[config.mk]
export PLATFORM = sky130hd
export DESIGN_NAME = led_round_scheduler
export DESIGN_NICKNAME = d
export VERILOG_FILES = /design/src/rtl/led_game_pkg.sv /design/src/rtl/led_lfsr16.sv /design/src/rtl/led_round_scheduler.sv
export SDC_FILE = /design/constraint.sdc
export NUM_CORES = 1
export LEC_CHECK = 0
export CAP_MARGIN = 20
export CORE_MARGIN = 1.5
export CORE_UTILIZATION = 40
export DETAILED_ROUTE_END_ITERATION = 7
export DONT_BUFFER_PORTS = 1
export GPL_TIMING_DRIVEN = 1
export PLACE_DENSITY = 0.6
export SYNTH_ARGS = -nofsm -noshare
export SYNTH_HDL_FRONTEND = slang
export SYNTH_SLANG_ARGS = --single-unit
[constraint.sdc]
create_clock -name clk -period 10.6 [get_ports clk]
set_clock_uncertainty 0.2 [all_clocks]
set_input_delay 1.59 -clock clk [delete_from_list [all_inputs] [get_ports clk]]
set_output_delay 1.59 -clock clk [all_outputs]
set_load 0.02 [all_outputs]
[src/rtl/led_game_pkg.sv]
// Shared types and helpers for the LED chaser game.
// Holds the state enum, column decode and LFSR tap mask.
package led_game_pkg;

    localparam int SCORE_W = 8;
    localparam int LEVEL_W = 4;

    // Right-shifting Fibonacci form of taps 16,14,13,11
    localparam logic [15:0] LFSR_TAPS = 16'h002D;

    typedef enum logic [1:0] {
        ST_IDLE,
        ST_GAP,
        ST_SHOW,
        ST_DONE
    } state_t;

    function automatic logic [3:0] onehot4(input logic [1:0] sel);
        onehot4 = 4'b0001 << sel;
    endfunction

endpackage

[src/rtl/led_lfsr16.sv]
// 16-bit Fibonacci LFSR that advances one step when asked.
// Supplies the pseudo-random target column for each round.
module led_lfsr16
    import led_game_pkg::*;
(
    input  logic        clk,
    input  logic        reset_n,
    input  logic        step,
    input  logic [15:0] seed,
    output logic [15:0] value
);

    always_ff @(posedge clk or negedge reset_n) begin
        if (!reset_n) begin
            value <= seed;
        end else if (step) begin
            value <= {^(value & LFSR_TAPS), value[15:1]};
        end
    end

endmodule

[src/rtl/led_round_scheduler.sv]
// Round sequencer for the LED chaser game: paces rounds,
// opens a shrinking response window and keeps the score.
module led_round_scheduler
    import led_game_pkg::*;
#(
    parameter int unsigned GAP_TICKS    = 2_500_000,
    parameter int unsigned TIMEOUT_BASE = 25_000_000,
    parameter int unsigned TIMEOUT_STEP = 2_500_000,
    parameter int unsigned TIMEOUT_MIN  = 5_000_000,
    parameter int unsigned ROUNDS       = 16,
    parameter int unsigned LIVES        = 3,
    parameter logic [15:0] LFSR_SEED    = 16'hACE1
) (
    input  logic               clk,
    input  logic               reset_n,
    input  logic               start_game,
    input  logic [3:0]         button,
    output logic [3:0]         led,
    output logic [SCORE_W-1:0] score,
    output logic [1:0]         lives_left,
    output logic [LEVEL_W-1:0] level,
    output logic               busy,
    output logic               game_over,
    output logic               game_won
);

    localparam logic [32:0] DEC_LIM =
        33'(TIMEOUT_STEP) + 33'(TIMEOUT_MIN);

    state_t      state;
    logic [31:0] gap_cnt;
    logic [31:0] timer;
    logic [31:0] window;
    logic [31:0] next_window;
    logic [1:0]  hit_cnt;
    logic [3:0]  button_q;
    logic        start_q;
    logic [15:0] lfsr;
    logic        lfsr_unused;

    logic        start_edge;
    logic [3:0]  press;
    logic [3:0]  target_oh;
    logic        hit;
    logic        miss;
    logic        last_hit;
    logic        last_life;
    logic        enter_gap;

    assign lfsr_unused = ^lfsr[15:2];

    always_comb begin
        start_edge = start_game & ~start_q;
        press      = button & ~button_q;
        target_oh  = onehot4(lfsr[1:0]);
        hit        = 1'b0;
        miss       = 1'b0;
        if (state == ST_SHOW) begin
            hit = (press == target_oh);
            // A press on the final window cycle is judged, not timed out
            if (press != 4'b0000) begin
                miss = (press != target_oh);
            end else begin
                miss = (timer == window - 32'd1);
            end
        end
        last_hit  = (score == SCORE_W'(ROUNDS - 1));
        last_life = (lives_left == 2'd1);
        enter_gap = (hit && !last_hit) || (miss && !last_life);
        if ((state == ST_IDLE || state == ST_DONE) && start_edge) begin
            enter_gap = 1'b1;
        end
        if ({1'b0, window} >= DEC_LIM) begin
            next_window = window - TIMEOUT_STEP;
        end else begin
            next_window = TIMEOUT_MIN;
        end
    end

    led_lfsr16 u_lfsr (
        .clk     (clk),
        .reset_n (reset_n),
        .step    (enter_gap),
        .seed    (LFSR_SEED),
        .value   (lfsr)
    );

    always_ff @(posedge clk or negedge reset_n) begin
        if (!reset_n) begin
            state      <= ST_IDLE;
            gap_cnt    <= '0;
            timer      <= '0;
            window     <= '0;
            hit_cnt    <= '0;
            button_q   <= '0;
            start_q    <= 1'b0;
            led        <= '0;
            score      <= '0;
            lives_left <= '0;
            level      <= '0;
            busy       <= 1'b0;
            game_over  <= 1'b0;
            game_won   <= 1'b0;
        end else begin
            button_q <= button;
            start_q  <= start_game;
            unique case (state)
                ST_IDLE, ST_DONE: begin
                    if (start_edge) begin
                        score      <= '0;
                        lives_left <= 2'(LIVES);
                        level      <= '0;
                        hit_cnt    <= '0;
                        window     <= TIMEOUT_BASE;
                    end
                end
                ST_GAP: begin
                    if (gap_cnt == GAP_TICKS - 32'd1) begin
                        state <= ST_SHOW;
                        timer <= '0;
                        led   <= target_oh;
                    end else begin
                        gap_cnt <= gap_cnt + 32'd1;
                    end
                end
                ST_SHOW: begin
                    if (hit) begin
                        if (score != '1) begin
                            score <= score + 1'b1;
                        end
                        if (last_hit) begin
                            state     <= ST_DONE;
                            led       <= 4'b1111;
                            busy      <= 1'b0;
                            game_over <= 1'b1;
                            game_won  <= 1'b1;
                        end else begin
                            hit_cnt <= hit_cnt + 2'd1;
                            if (hit_cnt == 2'd3) begin
                                window <= next_window;
                                if (level != '1) begin
                                    level <= level + 1'b1;
                                end
                            end
                        end
                    end else if (miss) begin
                        lives_left <= lives_left - 2'd1;
                        if (last_life) begin
                            state     <= ST_DONE;
                            led       <= 4'b0000;
                            busy      <= 1'b0;
                            game_over <= 1'b1;
                            game_won  <= 1'b0;
                        end
                    end else begin
                        timer <= timer + 32'd1;
                    end
                end
            endcase
            if (enter_gap) begin
                state     <= ST_GAP;
                gap_cnt   <= '0;
                led       <= 4'b0000;
                busy      <= 1'b1;
                game_over <= 1'b0;
                game_won  <= 1'b0;
            end
        end
    end

endmodule
==> run summary <==
Antenna Nets Post-Route: 0
Tot GR Track Use: 18.28%
Sw Pwr: 662.2 uW
worst voltage drop across the vdd grid: 0.1330 mV
critical hold path startpoint: hit_cnt[0]
net count of the mapped netlist: 907
number of cell rows: 51
Async SR Flop Fraction: 100.0%
clock network power share: 32.0%
count of inserted antenna diode cells: 0
top post-synthesis cells by count: 129 x sky130_fd_sc_hd__dfrtp_1, 115 x sky130_fd_sc_hd__nor2_1, 60 x sky130_fd_sc_hd__nand2_1
hold bufs inserted after CTS: 0
Worst Hold Depth: 1
Clock Latency Late Sink: 430 ps
Horiz. Die Dim: 145.6 um
number of synthesized flops with an enable pin: 0
pin slew with the least headroom to its limit: 889.3 ps
unrepaired setup endpoints after global routing: false
Total Negative Setup Slacks: 0 ps
number of H-tree branching levels: 4
library cell used as clock root buffer: sky130_fd_sc_hd__clkbuf_16
antenna violations before repair: 0
final hold violation count: 0
Final #Nets: 878
area share of the largest cell type after synthesis: 39.68%
Synth Area in Adders: 1.692%
arrival time of the worst setup path: 4750 ps
final weighted congestion of routability-driven global placement: 0.7946
leading cell types by total area after synthesis: sky130_fd_sc_hd__dfrtp_1 40%, sky130_fd_sc_hd__xor2_1 5.4%, sky130_fd_sc_hd__nor2_1 5.3%, sky130_fd_sc_hd__xnor2_1 4.4%, sky130_fd_sc_hd__nand2_1 2.8%
routed wirelength normalized by instance count: 16.24 um
drt first pass iters: 5
endpoint required time on the critical path: 10,710 ps
wire length of the first global-routing pass: 31,460 um
Avg Vias per Cell: 5.581
highest net fanout along the worst path: 33
Register-to-Register Setup Slack: 5960 ps
fraction of synthesized area in multiplexers: 3.491%
worst r2r dst: led[2]
post-synthesis cell area: 8135 um^2
remaining routing DRC violations: 0
placed wire-length estimate: 12,540 um
cells traversed along the worst timing path: inv_1, ha_1, nor3b_2, nand4_1, or4_1, a22o_1, a2111oi_4, nand4_1, nand2_2, buf_4, o32ai_2, a22o_1
total setup buffers inserted after CTS: 0
# setup viols final: 0
gate count after technology mapping: 889
capture endpoint of the worst hold path: hit_cnt[0]
via count of the first global-routing pass: 6,131
Mapped Avg Cell Area: 9.151 um^2
number of gates given a new drive strength after cts: 0
flip-flop and latch count after synthesis: 137
share of synthesized area occupied by flip-flops and latches: 42.26%
Maximum Capacitance Violations: 0
largest net degree at the start of global routing: 138
crit path launch type: register
clock slew seen by the registers of the worst setup and hold paths: 70 ps
Max-slew headroom: 40.25%
Boundary Pins: 28
WL final: 18,480 um
cell leakage power: 0.003636 uW
path depth of the worst reg2reg path: 12
Final Core Density: 44.86%
reg-to-reg critical path startpoint: window[5]
result of the run: complete, no violations
Detailed Route Iter0 Violations: 423
share of synthesized cell area in and, or, nand and nor gates: 24.44%
distinct cell type count of the synthesized netlist: 76
Internal Dissipation: 1141 uW
cell type contributing the most total cell area after synthesis: sky130_fd_sc_hd__dfrtp_1
Post-Route Hold Slack: 297.3 ps
synthesis-to-finish area growth: 8.720%
via total after detailed routing: 6,351
combinational family with the most area after synthesis: simple AND/OR/NAND/NOR gates
Worst path max stage delay: 620 ps
Post-Synth XOR/XNOR Area: 9.797%
fraction of the mapped netlist area in compound gates: 14.24%
type of the worst setup path: register to register
Top FF cell, synth: sky130_fd_sc_hd__dfrtp_1
aggregate global routing overflow: 0
Power Dens Cells: 203.9 nW/um^2
buffers added on ports: 0
layout cell share with drive strength beyond 1: 10.42%
die height: 145.6 um
Logic pwr share: 24.0%
Core Area: 19,720 um^2
number of sinks driven by the clock tree: 137
number of clock buffers inserted by TritonCTS: 17
Longest Clk Path Bufs: 2
switching power share of the total: 36.72%
total non-filler cell area in the finished layout: 8845 um^2
placed cell areas: 8268 um^2
die footprint: 21,200 um^2
highest achievable clock rate: 0.2156 GHz
most instantiated library cell after synthesis: sky130_fd_sc_hd__dfrtp_1
post-layout minimum cycle time: 4638 ps
Worst path slowest cell: sky130_fd_sc_hd__or4_1
TritonCTS clock tree: done
max-slew violations: 0
warning count from the yosys run: 0
initial cell density of the core: 41.26%
register share of total power: 44.1%
Critical Path Sink Type: register
worst hold-check path type: register to register
share of the cycle needed by the critical path after routing: 43.76%
-- metrics by stage --
stage / cells / worst slack [ps] / power (uW)
after detailed placement: 1105 / 5641 / 1234
after global routing: 1138 / 5573 / 1920
after CTS: 1137 / 5949 / 1820
after floorplan: 889 / 6591 / 1132
final: 1138 / 5962 / 1803
after global placement: 1105 / 5793 / 1229
-- flip-flops by register name, indices dropped and copies added, names as in the netlist, 2 cells and up --
register / flops
button_q: 4
gap_cnt: 32
hit_cnt: 2
led: 4
level: 4
lives_left: 2
score: 8
state: 2
timer: 32
u_lfsr.value: 16
window: 27
-- cell type report --
| type | count | area (um^2) |
|---|---|---|
| Clock inverter | 14 | 130.1 |
| Fill cell | 1890 | 10870 |
| Clock buffer | 18 | 439.2 |
| Inverter | 19 | 71.32 |
| Tap cell | 265 | 331.6 |
| Timing Repair Buffer | 8 | 60.06 |
| Sequential cell | 137 | 3438 |
| Multi-Input combinational cell | 677 | 4374 |
-- worst max-delay path, delay by kind of cell (launching register included) --
kind                       cells  cell delay (ps)
and+or+nand+nor                5             1910
AOI/OAI and AO/OA              4             1090
adders and majority gates      1              260
buffers and inverters          2              570
DFF                            1              460
-- worst max path at each step --
stage / end / start / slack (ps) / cells past startpoint
finish: led[2] / window[5] / 5960 / 12
CTS: led[2] / window[5] / 5950 / 12
global route: led[2] / window[5] / 5570 / 12
detailed placement: led[2] / button[0] / 5640 / 10
floorplan: window[27] / button[0] / 6590 / 10
global placement: led[2] / button[0] / 5790 / 10
-- placed cells by master, fill, tap and decap left out, types with 8 or more instances in the layout --
master / instances
sky130_fd_sc_hd__a21oi_1: 33
sky130_fd_sc_hd__clkbuf_16: 17
sky130_fd_sc_hd__nand4_1: 28
sky130_fd_sc_hd__or3_1: 13
sky130_fd_sc_hd__and3_1: 17
sky130_fd_sc_hd__nor4_1: 17
sky130_fd_sc_hd__xor2_1: 50
sky130_fd_sc_hd__o31ai_1: 13
sky130_fd_sc_hd__and4_1: 9
sky130_fd_sc_hd__nor2_1: 115
sky130_fd_sc_hd__o211ai_1: 11
sky130_fd_sc_hd__a22o_1: 10
sky130_fd_sc_hd__nand2b_1: 15
sky130_fd_sc_hd__xnor2_1: 41
sky130_fd_sc_hd__nor3_1: 17
sky130_fd_sc_hd__buf_4: 8
sky130_fd_sc_hd__o21ai_0: 42
sky130_fd_sc_hd__nand2_1: 59
sky130_fd_sc_hd__ha_1: 11
sky130_fd_sc_hd__and2_1: 8
sky130_fd_sc_hd__mux2_2: 19
sky130_fd_sc_hd__dfstp_2: 8
sky130_fd_sc_hd__inv_1: 19
sky130_fd_sc_hd__dfrtp_1: 129
sky130_fd_sc_hd__or4_1: 13
sky130_fd_sc_hd__nand3_1: 42
-- metal layers --
| layer | routed length, um | up-vias | GRT usage [%] |
|---|---|---|---|
| li1 | - | 3134 | - |
| met1 | 9051 | 3091 | 25.61 |
| met2 | 8320 | 111 | 27.95 |
| met3 | 888 | 15 | 4.357 |
| met4 | 223 | 0 | 5.663 |
| met5 | 0 | - | 0 |
-- power by group through the flow --
stage	registers, uW	logic, uW	clock network [uW]
after floorplan	721	410	0
after global placement	801	428	0
after detailed placement	800	434	0
after CTS	792	435	593
after global routing	817	491	613
final	795	432	576
-- kinds of logic after synthesis --
group	count (synthesis)
mux	26
compound gates	166
simple gates	383
flops	137
fa+ha+maj	11
xor+xnor	91
buf+inv	75
No activity file was read; power rests on OpenSTA's default activity.
